===== config.mk =====
export PLATFORM = sky130hd
export DESIGN_NAME = id_ex_operand_stage
export DESIGN_NICKNAME = d
export VERILOG_FILES = /design/src/rtl/id_ex_operand_stage_pkg.sv /design/src/rtl/id_ex_operand_stage_operand_fwd_mux.sv /design/src/rtl/id_ex_operand_stage.sv
export SDC_FILE = /design/constraint.sdc
export NUM_CORES = 1
export LEC_CHECK = 0
export BUFFER_PORTS_ARGS = -buffer_cell sky130_fd_sc_hd__clkbuf_2
export CORE_ASPECT_RATIO = 1.4
export CORE_MARGIN = 1
export CORE_UTILIZATION = 52
export DETAILED_ROUTE_END_ITERATION = 12
export PLACE_DENSITY = 0.81
export REMOVE_ABC_BUFFERS = 1
export SLEW_MARGIN = 20
export SYNTH_ARGS = -nofsm -noshare
export SYNTH_HDL_FRONTEND = slang
export SYNTH_SLANG_ARGS = --single-unit

===== constraint.sdc =====
create_clock -name Clk -period 2.3 [get_ports Clk]
set_clock_uncertainty 0.2 [all_clocks]
set_input_delay 0.23 -clock Clk [delete_from_list [all_inputs] [get_ports Clk]]
set_output_delay 0.23 -clock Clk [all_outputs]
set_load 0.02 [all_outputs]

===== src/rtl/id_ex_operand_stage_pkg.sv =====
// id_ex_operand_stage_pkg: shared constants and operand-bundle type for the ID/EX boundary
//   REG_PC           architectural PC register address (r15)
//   PC_OFFSET        value added to the instruction address when r15 is read
//   CTRL_W           width of the opaque decoded-control bundle
//   operand_bundle_t {a, b, rd, wb, ctrl} as seen by the execute stage
package id_ex_operand_stage_pkg;
  localparam logic [3:0] REG_PC = 4'hF;
  localparam logic [31:0] PC_OFFSET = 32'd8;
  localparam int CTRL_W = 16;
  typedef struct packed {
    logic [31:0] a;
    logic [31:0] b;
    logic [3:0] rd;
    logic wb;
    logic [CTRL_W-1:0] ctrl;
  } operand_bundle_t;
endpackage


===== src/rtl/id_ex_operand_stage_operand_fwd_mux.sv =====
// operand_fwd_mux: priority operand selector (PC read, EX forward, WB forward, register file)
//   addr     register address of this operand
//   pc_val   instruction address already offset for an r15 read
//   ex_*     EX-stage forwarding source
//   wb_*     WB-stage forwarding source
//   rf_data  register-file read-port value
//   operand  resolved value
module operand_fwd_mux
  import id_ex_operand_stage_pkg::*;
(
  input  logic [3:0]  addr,
  input  logic [31:0] pc_val,
  input  logic        ex_en,
  input  logic [3:0]  ex_rd,
  input  logic [31:0] ex_data,
  input  logic        wb_en,
  input  logic [3:0]  wb_rd,
  input  logic [31:0] wb_data,
  input  logic [31:0] rf_data,
  output logic [31:0] operand
);
  // r15 is checked first so a pipeline write to r15 is never forwarded.
  assign operand = addr == REG_PC ? pc_val :
                   ex_en && ex_rd == addr ? ex_data :
                   wb_en && wb_rd == addr ? wb_data : rf_data;
endmodule


===== src/rtl/id_ex_operand_stage.sv =====
// id_ex_operand_stage: resolves and registers operands for execute behind a valid/ready skid buffer
//   Clk, Clr                     clock, synchronous active-low reset
//   in_valid/in_ready            decode handshake (in_ready is registered)
//   in_rn/in_rm/in_rd/in_wb      operand sources, destination and write enable
//   in_ctrl, in_pc               control pass-through, instruction address
//   rf_a/rf_b                    register-file read ports for in_rn/in_rm
//   ex_fwd_*/wb_fwd_*            forwarding sources, EX has priority over WB
//   flush                        kills everything held in the stage
//   out_valid/out_ready          execute handshake
//   out_a/out_b/out_rd/out_wb/out_ctrl  registered operand bundle
module id_ex_operand_stage #(
  parameter int CTRL_W = id_ex_operand_stage_pkg::CTRL_W,
  parameter logic [31:0] PC_OFFSET = id_ex_operand_stage_pkg::PC_OFFSET
) (
  input  logic              Clk,
  input  logic              Clr,
  input  logic              in_valid,
  output logic              in_ready,
  input  logic [3:0]        in_rn,
  input  logic [3:0]        in_rm,
  input  logic [3:0]        in_rd,
  input  logic              in_wb,
  input  logic [CTRL_W-1:0] in_ctrl,
  input  logic [31:0]       in_pc,
  input  logic [31:0]       rf_a,
  input  logic [31:0]       rf_b,
  input  logic              ex_fwd_en,
  input  logic [3:0]        ex_fwd_rd,
  input  logic [31:0]       ex_fwd_data,
  input  logic              wb_fwd_en,
  input  logic [3:0]        wb_fwd_rd,
  input  logic [31:0]       wb_fwd_data,
  input  logic              flush,
  output logic              out_valid,
  input  logic              out_ready,
  output logic [31:0]       out_a,
  output logic [31:0]       out_b,
  output logic [3:0]        out_rd,
  output logic              out_wb,
  output logic [CTRL_W-1:0] out_ctrl
);
  localparam int W = 69 + CTRL_W;
  logic [31:0] pc_val, op_a, op_b;
  logic [W-1:0] in_d, out_q, skid_q;
  logic skid_valid, accept;
  assign pc_val = in_pc + PC_OFFSET;
  operand_fwd_mux u_mux_a (
    .addr(in_rn), .pc_val(pc_val),
    .ex_en(ex_fwd_en), .ex_rd(ex_fwd_rd), .ex_data(ex_fwd_data),
    .wb_en(wb_fwd_en), .wb_rd(wb_fwd_rd), .wb_data(wb_fwd_data),
    .rf_data(rf_a), .operand(op_a)
  );
  operand_fwd_mux u_mux_b (
    .addr(in_rm), .pc_val(pc_val),
    .ex_en(ex_fwd_en), .ex_rd(ex_fwd_rd), .ex_data(ex_fwd_data),
    .wb_en(wb_fwd_en), .wb_rd(wb_fwd_rd), .wb_data(wb_fwd_data),
    .rf_data(rf_b), .operand(op_b)
  );
  assign in_d = {op_a, op_b, in_rd, in_wb, in_ctrl};
  assign in_ready = ~skid_valid;
  assign accept = in_valid && in_ready;
  assign {out_a, out_b, out_rd, out_wb, out_ctrl} = out_q;
  // Skid only fills while OUT is stalled, so skid_valid implies out_valid and
  // an accept never coincides with a pending skid entry.
  always_ff @(posedge Clk)
    if (!Clr) begin
      out_valid <= 1'b0;
      skid_valid <= 1'b0;
      out_q <= '0;
      skid_q <= '0;
    end else if (flush) begin
      out_valid <= 1'b0;
      skid_valid <= 1'b0;
    end else if (!out_valid || out_ready) begin
      out_valid <= skid_valid || accept;
      skid_valid <= 1'b0;
      if (skid_valid) out_q <= skid_q;
      else if (accept) out_q <= in_d;
    end else if (accept) begin
      skid_valid <= 1'b1;
      skid_q <= in_d;
    end
endmodule


==> flow_summary.ini <==
[yosys]
ys_top_cells_by_area = dfxtp_1, o21ai_0, o31ai_1
syn-mean-instance-area_um2 = 7.58
yosysUniqueCellTypes = 59
netlist_instances = 1276
syn-cell-area_um2 = 9670
yosysWarnings = 0
synth_edf_count = 0
synth_top_area_cell = dfxtp_1
seq_area_frac_synth = 0.356
synth_top_area_frac = 0.356
synthArstFlopShare = 0
synth_ff_type = dfxtp_1
ys_ff_latch = 172

[drt]
ant_nets = 0
dr.pass1.iters = 6
first_iter_violations = 1517
wl_met2_um = 18300
dr_total_vias = 12200
routedWlPerCell_um = 22.2
viasPerCell = 6.66
drc = 0
dr.max_layer_used = met5
wl_met1_um = 14000
drt-total-wl_um = 40700
dr_wl_met3_um = 4910

[worst_setup_path]
cp-end-kind = register
crit_type = register to register
crit_path_start_kind = register
required_ns = 2.49
path_max_fanout = 40
reg2reg_depth = 7
cp.arrival_ns = 2.34
reg2reg_setup_slack_ns = 0.16

[sta]
worstMarginPinSlew_ns = 0.853
whs_ns = 0.00977
finalCriticalPeriod_ns = 2.14
max_slew_margin = 0.431
hold_violations = 0
max_freq_mhz = 467
setup_viol = 0
worst_slack_ns = 0.157
slew_violations = 0
min_period_over_period = 0.932
rsz0062_at_grt = false

[global_routing]
grt_usage = 0.424
antenna_found_initial = 1
gr-total-overflow = 0
grt_pass1_vias = 11700
grt_pass1_wl_um = 61200
grt_max_degree = 81

[flow_run]
cap_violations = 0

[power]
pwr-share-comb = 0.207
power.density_nw_per_um2 = 625
power.switching_mw = 2.44
power.leakage_nw = 5.18
power.share.switching = 0.303
clkPwrFrac = 0.400
p_int_mw = 5.59
ir_worst_vdd_mv = 0.539
pwr-share-seq = 0.393

[run_status]
outcome = finished, final reports clean

[clocking]
postCtsSetupBuffers = 0
htreeDepth = 4
cts_root_buf = clkbuf_16
ctsLongestPathBuffers = 2
numCtsBuffers = 17
cts_num_sinks = 172
insertion_delay_ns = 0.44
cts_tree = yes
clk_pin_slew_ns = 0.07

[placement]
place_hpwl_um = 27400
io_buffer_count = 290
dpl-instance-area_um2 = 11900
place.gp.congestion = 0.971
place_ws_ns = -0.151

[floorplanning]
die_area_um2 = 19100
coreArea_um2 = 18100
die_width_um = 117
io-pin-count = 291
rows = 58
initial_core_util = 0.535
die_h_um = 163

[min_path]
hold_class = input port to register
hold_path_depth = 4

[final_layout]
fin_area_um2 = 12900
final_nets = 1788
antenna_cells = 0
drive_gt1_frac = 0.278
syn2layout_area_growth_pct = 33.0
[cells in the mapped netlist (10+ instances only)]
cell,count
a31oi_1,54
nor3_1,37
and3_1,10
clkbuf_1,118
nor2_1,82
nand2b_1,12
dfxtp_1,172
a21oi_1,110
o21ai_0,170
a211oi_1,58
o31ai_1,81
mux2i_1,24
xor2_1,12
or3_1,12
xnor2_1,27
nand4_1,37
nand2_1,112
nand3_1,42
[final cells by class]
class / instances / area (µm²)
clock buffers: 19 / 443
clock inverters: 13 / 204
fillers: 1452 / 5220
inverters: 9 / 33.8
multi-input cells: 969 / 5770
flip-flops and latches: 172 / 3450
well taps: 240 / 300
repair buffers: 414 / 2650
[path summary, 6_finish.rpt]
check,startpoint,to
worst max-delay path,out_valid,out_q[29]
worst min-delay path,ex_fwd_data[4],skid_q[57]
worst max register to register,out_valid,out_q[29]
worst min register to register,skid_q[2],skid_q[2]
[cell usage in the layout (no fill, tap or decap), types with 7 or more instances in the layout]
cell	n
nor2_1	79
xnor2_1	26
mux2i_1	24
a31oi_1	54
nor3_1	35
and3_1	9
buf_12	16
nand2b_1	12
or3_1	12
clkbuf_2	290
o31ai_1	81
buf_4	80
a21oi_1	110
inv_1	7
a211oi_1	58
nand4_1	37
clkbuf_16	17
a32o_1	9
nand2_1	112
dfxtp_1	171
dlygate4sd3_1	28
and2_1	8
nand3_1	41
o21ai_0	170
xor2_1	11
[state kept, by name (all words and copies together) (netlist names)]
register / flops
out_valid: 1
skid_valid: 1
out_q: 85
skid_q: 85
[logic make-up after synthesis]
family          count (synthesis)  share of synthesized area
compound gates                529                      0.340
simple gates                  375                      0.188
flops                         172                      0.356
buf+inv                       135                     0.0529
xor+xnor                       40                     0.0370
mux                            24                     0.0249
fa+ha+maj                       1                    0.00129
[per-stage QoR]
step / setup TNS, ns / total power [mW] / util / cells
4_1_cts: 0 / 7.96 / 0.711 / 1836
3_5_place_dp: -1.19 / 4.77 / 0.660 / 1776
6_report: 0 / 8.03 / 0.711 / 1836
3_3_place_gp: -0.310 / 4.75 / 0.660 / 1776
2_1_floorplan: -560.28 / 3.97 / - / 1150
5_1_grt: 0 / 8.25 / 0.711 / 1836
[what timing repair did]
item	4_1_cts	5_1_grt
endpoints found under the setup margin	0	1
gates resized for setup	0	1
hold endpoints to repair	53	0
hold buffers	28	0
[power groups by stage]
stage | Combinational, mW | Clock, mW | Sequential (mW)
after CTS | 1.60 | 3.21 | 3.15
final | 1.66 | 3.21 | 3.16
after global routing | 1.75 | 3.33 | 3.17
after detailed placement | 1.55 | 0 | 3.22
after floorplan | 0.642 | 0 | 3.33
after global placement | 1.54 | 0 | 3.22
[per-layer routing]
layer,track usage,up-vias
li1,-,5421
met5,0,-
met1,0.482,5477
met3,0.113,277
met4,0.360,2
met2,0.653,1059
[critical path, stage by stage (launching register included)]
cell and delay (ns):
dfxtp_1 0.34, nor2b_1 0.19, or3_1 0.54, nor2_4 0.18
buf_12 0.22, o21ai_0 0.12, a21oi_1 0.15, a21o_1 0.10
Note: power is estimated with default switching activity, not from simulation.
